### src/rtl/conv_pass_sequencer.sv
// Pass/address sequencer for the convolution datapath: walks pass x address with
// stall hold and abort cancel, then waits out the MAC pipeline before pulsing done.
module conv_pass_sequencer #(
    parameter int N_PASSES  = 4,
    parameter int PASS_LEN  = 36,
    parameter int DRAIN_CYC = 2,
    parameter int PASS_W    = (N_PASSES > 1) ? $clog2(N_PASSES) : 1,
    parameter int ADDR_W    = $clog2(PASS_LEN)
) (
    input  logic              clk,
    input  logic              reset,
    input  logic              start,
    input  logic [PASS_W:0]   n_passes_cfg,
    input  logic              stall,
    input  logic              abort,
    output logic [PASS_W-1:0] dir,
    output logic [ADDR_W-1:0] dir_counter,
    output logic              addr_valid,
    output logic              first_addr,
    output logic              last_addr,
    output logic              last_pass,
    output logic              busy_proc,
    output logic              done
);

    localparam int DRAIN_W = (DRAIN_CYC > 1) ? $clog2(DRAIN_CYC) : 1;

    localparam logic [1:0] S_IDLE  = 2'd0;
    localparam logic [1:0] S_RUN   = 2'd1;
    localparam logic [1:0] S_DRAIN = 2'd2;
    localparam logic [1:0] S_DONE  = 2'd3;

    localparam logic [PASS_W:0]    CFG_MAX    = (PASS_W+1)'(N_PASSES);
    localparam logic [ADDR_W-1:0]  ADDR_LAST  = ADDR_W'(PASS_LEN - 1);
    localparam logic [DRAIN_W-1:0] DRAIN_LAST = DRAIN_W'((DRAIN_CYC > 0) ? DRAIN_CYC - 1 : 0);

    logic [1:0]         r_state;
    logic [PASS_W-1:0]  r_dir;
    logic [ADDR_W-1:0]  r_cnt;
    logic [DRAIN_W-1:0] r_drain;
    logic [PASS_W:0]    r_cfg;

    logic [1:0]         w_state_nxt;
    logic [PASS_W-1:0]  w_dir_nxt;
    logic [ADDR_W-1:0]  w_cnt_nxt;
    logic [DRAIN_W-1:0] w_drain_nxt;
    logic [PASS_W:0]    w_cfg_nxt;

    logic [PASS_W:0]    w_cfg_clamped;
    logic [PASS_W:0]    w_cfg_last;
    logic               w_last_pass;
    logic               w_end_of_pass;

    // Zero or out-of-range pass counts fall back to the full job.
    assign w_cfg_clamped = ((n_passes_cfg == '0) || (n_passes_cfg > CFG_MAX)) ? CFG_MAX : n_passes_cfg;
    assign w_cfg_last    = r_cfg - (PASS_W+1)'(1);
    assign w_last_pass   = ({1'b0, r_dir} == w_cfg_last);
    assign w_end_of_pass = (r_cnt == ADDR_LAST);

    always_comb begin
        // NOTE: every next-state signal gets its hold value first so no path infers a latch.
        w_state_nxt = r_state;
        w_dir_nxt   = r_dir;
        w_cnt_nxt   = r_cnt;
        w_drain_nxt = r_drain;
        w_cfg_nxt   = r_cfg;

        if (abort && (r_state != S_IDLE)) begin
            w_state_nxt = S_IDLE;
            w_dir_nxt   = '0;
            w_cnt_nxt   = '0;
            w_drain_nxt = '0;
        end else begin
            case (r_state)
                S_IDLE: begin
                    if (start && !abort) begin
                        w_cfg_nxt   = w_cfg_clamped;
                        w_dir_nxt   = '0;
                        w_cnt_nxt   = '0;
                        w_drain_nxt = '0;
                        w_state_nxt = S_RUN;
                    end
                end
                S_RUN: begin
                    if (!stall) begin
                        if (!w_end_of_pass) begin
                            w_cnt_nxt = r_cnt + ADDR_W'(1);
                        end else begin
                            w_cnt_nxt = '0;
                            if (!w_last_pass) begin
                                w_dir_nxt = r_dir + PASS_W'(1);
                            end else if (DRAIN_CYC == 0) begin
                                w_dir_nxt   = '0;
                                w_state_nxt = S_DONE;
                            end else begin
                                w_drain_nxt = '0;
                                w_state_nxt = S_DRAIN;
                            end
                        end
                    end
                end
                S_DRAIN: begin
                    // Drain ignores stall: the MAC pipeline empties regardless.
                    if (r_drain == DRAIN_LAST) begin
                        w_drain_nxt = '0;
                        w_dir_nxt   = '0;
                        w_cnt_nxt   = '0;
                        w_state_nxt = S_DONE;
                    end else begin
                        w_drain_nxt = r_drain + DRAIN_W'(1);
                    end
                end
                S_DONE: begin
                    w_dir_nxt   = '0;
                    w_cnt_nxt   = '0;
                    w_state_nxt = S_IDLE;
                end
                default: begin
                    w_state_nxt = S_IDLE;
                end
            endcase
        end
    end

    always_ff @(posedge clk or posedge reset) begin
        if (reset) begin
            r_state <= S_IDLE;
            r_dir   <= '0;
            r_cnt   <= '0;
            r_drain <= '0;
            r_cfg   <= CFG_MAX;
        end else begin
            // NOTE: non-blocking assignments so every register samples pre-edge values.
            r_state <= w_state_nxt;
            r_dir   <= w_dir_nxt;
            r_cnt   <= w_cnt_nxt;
            r_drain <= w_drain_nxt;
            r_cfg   <= w_cfg_nxt;
        end
    end

    assign dir         = r_dir;
    assign dir_counter = r_cnt;
    assign busy_proc   = (r_state != S_IDLE);
    assign done        = (r_state == S_DONE);
    assign addr_valid  = (r_state == S_RUN) && !stall;
    assign first_addr  = addr_valid && (r_cnt == '0);
    assign last_addr   = addr_valid && w_end_of_pass;
    assign last_pass   = (r_state == S_RUN) && w_last_pass;

endmodule

### config.mk
export PLATFORM = sky130hd
export DESIGN_NAME = conv_pass_sequencer
export DESIGN_NICKNAME = d
export VERILOG_FILES = /design/src/rtl/conv_pass_sequencer.sv
export SDC_FILE = /design/constraint.sdc
export NUM_CORES = 1
export LEC_CHECK = 0
export CAP_MARGIN = 25
export CORE_MARGIN = 10
export CORE_UTILIZATION = 48
export CTS_CLUSTER_SIZE = 16
export DETAILED_ROUTE_END_ITERATION = 10
export PLACE_DENSITY = 0.76
export SLEW_MARGIN = 20
export SYNTH_ARGS = -nofsm -noshare
export SYNTH_HDL_FRONTEND = slang
export SYNTH_SLANG_ARGS = --single-unit
### constraint.sdc
create_clock -name clk -period 3.2 [get_ports clk]
set_clock_uncertainty 0.1 [all_clocks]
set_input_delay 0.96 -clock clk [delete_from_list [all_inputs] [get_ports clk]]
set_output_delay 0.96 -clock clk [all_outputs]
set_load 0.02 [all_outputs]
== After elaboration in Yosys (flattened, before gate mapping) ==
Cells that the tools add are included.

* Flip-flop bits (word level): 14
* Input port bits: 8
* Output and inout port bits: 14
* Word-level logic and storage cells: 69

* $add $sub $neg: 4
* $lt $le $gt $ge: 1
* Equal/unequal tests: 11
* Muxes and demuxes: 28
* Bitwise operators: 1
* Reductions and logical operators: 19

{| class="wikitable"
|+ Operators by type and width
! operator !! number
|-
| $mux 6 || 5
|-
| $mux 2 || 12
|-
| $pmux 6 s4 || 1
|-
| $ne 3x3->1 const B || 6
|-
| $pmux 2 s4 || 2
|-
| $reduce_and 5->1 || 3
|-
| $add 6x1->6 const B || 1
|-
| $eq 6x6->1 const B || 1
|-
| $logic_and 1x1->1 || 6
|-
| $logic_not 6->1 || 1
|-
| $mux 1 || 6
|-
| $reduce_and 3->1 || 2
|-
| $eq 2x2->1 const B || 2
|-
| $reduce_bool 4->1 || 1
|-
| $eq 2x3->1 || 1
|-
| $gt 3x3->1 const B || 1
|-
| $logic_not 3->1 || 1
|-
| $mux 3 || 1
|-
| $pmux 1 s3 || 1
|-
| $sub 3x1->3 const B || 1
|-
| $add 2x1->2 const B || 1
|-
| $eq 2x1->1 const B || 1
|-
| $logic_not 1->1 || 2
|-
| $logic_not 2->1 || 1
|-
| 4 further kinds || 4
|}

== Logic depth before layout (Yosys ltp) ==
Gate-level depths: netlist of the first run.

* Depth in word-level cells: 7
* Gate-level depth with buffers: 8
* Depth with buffers taken out: 6

== Worst setup path before layout of the first run ==
Ideal clock, no wire load.

* Kind: in2out
* Start: in stall
* End: out first_addr
* Data arrival time: 1.850 ns
* Required time: 2.140 ns
* Path slack: 0.290 ns
* Cell stages on the path: 2
* Buffers on the path: 0
* Path through: or3_1 -> nor3b_1

* Longest elaborated chain between the ends: 3

{| class="wikitable"
|+ Ends and longest elaborated chain
! item !! RTL line !! RTL
|-
| start, declared || 14 || <nowiki>input logic stall,</nowiki>
|-
| $logic_not 1->1 || 146 || <nowiki>assign addr_valid = (r_state == S_RUN) && !stall;</nowiki>
|-
| $logic_and 1x1->1 || 146 ||
|-
| $logic_and 1x1->1 || 147 || <nowiki>assign first_addr = addr_valid && (r_cnt == '0);</nowiki>
|-
| end, declared || 19 || <nowiki>output logic first_addr,</nowiki>
|}

No other way between the ends.

== Worst setup path after layout of the first run ==
Same ends and word-level chain as after synthesis.

==> results.yml, run 1 <==
drt:
  vias_per_cell: 5.49
  num_vias: 889
  drc: 0
  drt_iter0_drc: 30
  wire_per_inst_um: 14.5
  wirelength_um: 2350
  detail-route-antenna-nets: 0
  dr.pass1.iters: 4
pwr:
  power_frac_seq: 0.264
  ir_worst_vdd_mv: 0.523
  p_int_mw: 0.608
  cellPowerDensity_nw_per_um2: 839
  p_sw_frac: 0.442
  power.switching_mw: 0.481
  clock_power_share: 0.120
  leakagePower_nw: 0.617
  p_comb_frac: 0.616
sta:
  drv_slew: 0
  setup_viol: 0
  rsz0062_at_grt: "false"
  min_period_ns: 3.14
  fmax_ghz: 0.318
  timing.final.crit_share: 0.982
  maxSlewHeadroom: 0.586
  worst_pin_slew_ns: 0.617
  hold_viol: 0
die:
  pin_count: 22
  core-area_um2: 1960
  die_w_um: 65.5
  die_h_um: 65.5
  row_count: 16
  die-area_um2: 4290
  start_util: 0.507
worst_setup_path:
  setup.worst_path.start: "stall"
  critPathRequiredTime_ns: 2.14
  critical_path_class: "in -> out"
  arrival_ns: 2.08
  crit_slowest_cell: "clkdlybuf4s50_1"
  regToRegEndpoint: "r_state[0]"
  max_stage_delay_ns: 0.42
  worstPathMaxFanout: 2
  r2r_start: "r_state[0]"
  reg2reg_depth: 7
  crit_path_end_kind: "output pin"
  cp-start-kind: "input pin"
  crit_path_cell_trace: "clkdlybuf4s50_1, or3_1, nor3b_2, buf_4"
  r2r_setup_slack_ns: 0.81
grt:
  grt_pass1_wl_um: 4030
  grt_overflow: 0
  grt_pass1_vias: 838
  antenna_found_initial: 0
  gr-usage-all-layers: 0.117
  grt_max_degree: 15
hold_path:
  hold_depth: 2
  hp-start: "r_cfg[2]"
  hold_class: "reg -> reg"
  hold_end: "r_cfg[2]"
cells_and_area:
  layout_common_cells: "clkdlybuf4s50_1, inv_1, dfrtp_1"
  final_common_cell: "clkdlybuf4s50_1"
  fillers: 178
  layout.nets: 153
  antenna_cells: 0
  fin_cells: 162
  drive_gt1_frac: 0.148
  design_area_um2: 1300
  fin_util: 0.662
  syn2layout_area_growth_pct: 30.6
cts:
  clockBufferDepth: 2
  post_cts_buffers: 0
  clkTransAtPathRegs_ns: 0.09
  clk_latency_ns: 0.28
  clock-sinks: 14
  cts_tree: "yes"
  clock_tree.root_cell: "clkbuf_4"
  h-tree-depth: 1
  numCtsBuffers: 3
yosys:
  netlist_area_um2: 995
  yosysWarnings: 0
  async_reset_ff_frac: 1.00
  seq_area_frac_synth: 0.353
  synth_edf_count: 0
  ys_types: 37
  syn_avg_cell_area_um2: 9.38
  ys.flop_type: "dfrtp_1"
  syn_inst: 106
  synth_nets: 123
  synth_seq_cells: 14
place:
  io_buffers: 21
  place_area_um2: 1260
  hpwl_um: 1930
  place_inst: 158
  gp_congestion: 0.811
run_status:
  status: "completed"
run:
  drv_cap: 0
==> metal layers <==
metal	part of all wire	track usage
met5	0	0
met1	0.42	0.143
met3	0.065	0.0407
met4	0.014	0.0481
met2	0.50	0.182
==> worst max-delay path: cells and delay by family <==
kind                   cells  cell delay [ns]
buffers and inverters      2             0.58
and+or+nand+nor            2             0.55
==> worst max path at each step <==
stage	to	slack [ns]
after floorplan	first_addr	0.29
after global placement	first_addr	-0.45
after detailed placement	first_addr	-0.44
after CTS	first_addr	0.01
after global routing	first_addr	0.02
final	first_addr	0.06
==> final cells by class <==
cell class | instances | area (um2) | share of cell area
clock buffer | 4 | 36.3 | 0.0279
timing repair buffer | 28 | 256 | 0.197
inverter | 13 | 48.8 | 0.0376
sequential | 14 | 352 | 0.271
tap | 27 | 33.8 | 0.0260
multi-input combinational | 76 | 572 | 0.440
==> synthesized netlist by cell type (all sizes together), types with 2 or more instances <==
master,count,area [um2]
dfrtp,13,325
inv,13,48.8
o21ai,10,50.0
ha,9,113
nand2,8,30.0
mux2i,5,50.1
nor2,5,18.8
nand2b,4,25.0
a22o,3,26.3
buf,3,27.5
o211ai,3,22.5
or3,3,18.8
a221oi,2,17.5
nand3,2,10.0
nor2b,2,12.5
or2,2,12.5
or4,2,18.8
xnor2,2,17.5
==> repair_timing <==
item / CTS / global route
endpoints found under the setup margin: 3 / 2
resized for setup: 9 / 4
hold buffers: 0 / 0
==> power by group through the flow <==
stage | Combinational (mW) | Sequential, mW | Clock, mW
global route | 0.748 | 0.296 | 0.141
detailed placement | 0.673 | 0.293 | 0
global placement | 0.640 | 0.290 | 0
floorplan | 0.471 | 0.305 | 0
CTS | 0.673 | 0.289 | 0.134
finish | 0.671 | 0.288 | 0.130
==> stage by stage <==
stage | setup WS [ns] | power [mW] | setup TNS (ns) | hold WS, ns
after CTS | 0.0114 | 1.10 | 0 | 0.376
after detailed placement | -0.439 | 0.966 | -0.901 | 0.363
final | 0.0571 | 1.09 | 0 | 0.372
after global placement | -0.451 | 0.930 | -0.871 | 0.364
after floorplan | 0.290 | 0.776 | 0 | 0.352
after global routing | 0.0156 | 1.18 | 0 | 0.389
==> state kept, by name (all words and copies together) (netlist names) <==
signal,flops
dir,2
dir_counter,6
r_cfg,3
r_drain,1
r_state,2
==> cell families (layout without fill, tap and decap cells) <==
kind of cell	count (synthesis)	in the layout	synth area share
simple gates	33	33	0.185
buf+inv	16	45	0.0767
xor+xnor	3	3	0.0264
mux	6	6	0.0616
flops	14	14	0.353
compound gates	25	25	0.184
fa+ha+maj	9	9	0.113
(Power assumes the default switching activity.)
==> run 2, diff against run 1 <==
- HOLD_SLACK_MARGIN: not set -> 0.08
- SLEW_MARGIN: 20 -> not set
==> results of run 2 <==
Same layout as run 1: the final DEF is identical, and so are final timing and power.
==> run 3, diff against run 2 <==
- CTS_BUF_LIST: not set -> sky130_fd_sc_hd__clkbuf_16
- GPL_TIMING_DRIVEN: not set -> 0
==> results.yml, run 3 (synthesis results as in run 1) <==
cts:
  hold_buffers: 0
  clkTransAtPathRegs_ns: 0.04
  clock_tree.root_cell: "clkbuf_16"
  post_cts_buffers: 0
  clockBufferDepth: 2
  clk_latency_ns: 0.24
  numCtsBuffers: 3
  clock-sinks: 14
  h-tree-depth: 1
  cts_resized: 12
  cts_tree: "yes"
run:
  drv_cap: 0
grt:
  grt_pass1_vias: 860
  grt_max_degree: 15
  grt_pass1_wl_um: 3840
  antenna_found_initial: 0
  grt_overflow: 0
  gr-usage-all-layers: 0.113
drt:
  dr.pass1.iters: 4
  drc: 0
  drt_iter0_drc: 19
  wirelength_um: 2300
  detail-route-antenna-nets: 0
  vias_per_cell: 5.54
  wire_per_inst_um: 14.6
  num_vias: 875
sta:
  drv_slew: 0
  maxSlewHeadroom: 0.626
  worst_pin_slew_ns: 0.557
  hold_ws_ns: 0.376
  hold_viol: 0
  setup_viol: 0
  fmax_ghz: 0.328
  rsz0062_at_grt: "false"
  min_period_ns: 3.05
  timing.final.crit_share: 0.953
cells_and_area:
  syn2layout_area_growth_pct: 31.1
  layout_common_cells: "clkdlybuf4s50_1, inv_1, dfrtp_1"
  antenna_cells: 0
  layout.nets: 149
  final_common_cell: "clkdlybuf4s50_1"
  drive_gt1_frac: 0.107
  largest_register_ffs: 6
  fillers: 174
  design_area_um2: 1300
place:
  gp_congestion: 0.785
  place_area_um2: 1240
  hpwl_um: 1830
  io_buffers: 21
worst_setup_path:
  critPathRequiredTime_ns: 2.14
  regToRegEndpoint: "dir[1]"
  cp-endpoint: "first_addr"
  crit_path_end_kind: "output pin"
  arrival_ns: 1.99
  worstPathMaxFanout: 3
  reg2reg_depth: 8
  r2r_setup_slack_ns: 0.84
  critical_path_class: "in -> out"
  r2r_start: "r_state[1]"
  cp-start-kind: "input pin"
  setup.worst_path.start: "stall"
pwr:
  ir_worst_vdd_mv: 0.548
  cellPowerDensity_nw_per_um2: 912
  finalPower_mw: 1.19
  leakagePower_nw: 0.603
die:
  pin_count: 22
  start_util: 0.507
  die-area_um2: 4290
  die_h_um: 65.5
  die_w_um: 65.5
  core-area_um2: 1960
  row_count: 16
hold_path:
  hold_class: "reg -> reg"
run_status:
  status: "completed"
run 3: cell types whose count changed in the layout (fill, tap and decap cells not counted), sizes merged:
cell / previous run / this run
buf: 9 / 5
dlygate4sd2: 1 / 3
clkbuf: 4 / 3
clkdlybuf4s50: 17 / 16
dlymetal6s2s: 1 / 0
inv: 13 / 14
run 3: cell type report:
class	count	area [um2]	area share
buffer	3	27.5	0.0211
clock buffer	3	75.1	0.0576
clock inverter	1	3.75	0.00288
inverter	13	48.8	0.0374
multi-input combinational	76	567	0.435
sequential	14	352	0.270
tap	27	33.8	0.0259
timing repair buffer	21	196	0.151
run 3: worst max-delay path, stage by stage:
cell and delay (ns):
dlygate4sd2_1 0.27, or3_1 0.38, nor3b_1 0.17, buf_2 0.19
run 3: how the worst min path moves through the flow:
stage | startpoint | endpoint | slack [ns] | depth (start not counted)
3_5_place_dp | r_cfg[2] | r_cfg[2] | 0.37 | 2
5_1_grt | r_cfg[2] | r_cfg[2] | 0.40 | 2
2_1_floorplan | r_cfg[2] | r_cfg[2] | 0.35 | 2
4_1_cts | r_cfg[2] | r_cfg[2] | 0.38 | 2
3_3_place_gp | r_cfg[2] | r_cfg[2] | 0.36 | 2
6_report | r_cfg[2] | r_cfg[2] | 0.38 | 2
run 3: layer usage:
| layer | global-route usage | up-vias | part of all wire |
|---|---|---|---|
| met5 | 0 | - | 0 |
| met2 | 0.201 | 14 | 0.51 |
| met3 | 0.0322 | 5 | 0.033 |
| met1 | 0.122 | 426 | 0.44 |
| li1 | - | 430 | - |
| met4 | 0.0481 | 0 | 0.018 |
run 3: power by group:
part / total, mW / internal, mW / leakage [nW] / switching, mW
Clock: 0.236 / 0.165 / 0.0423 / 0.0711
Combinational: 0.659 / 0.301 / 0.376 / 0.358
Sequential: 0.293 / 0.239 / 0.185 / 0.0545
Total: 1.19 / 0.705 / 0.603 / 0.484
run 3: per-stage QoR:
step                      setup WS [ns]  cells  utilization  setup TNS [ns]
after CTS                         0.147    158        0.665               0
after detailed placement         -0.504    154        0.631          -0.919
final                             0.152    158        0.665               0
after floorplan                   0.290    106            -               0
after global placement           -0.528    154        0.631          -0.941
after global routing             0.0177    158        0.665               0
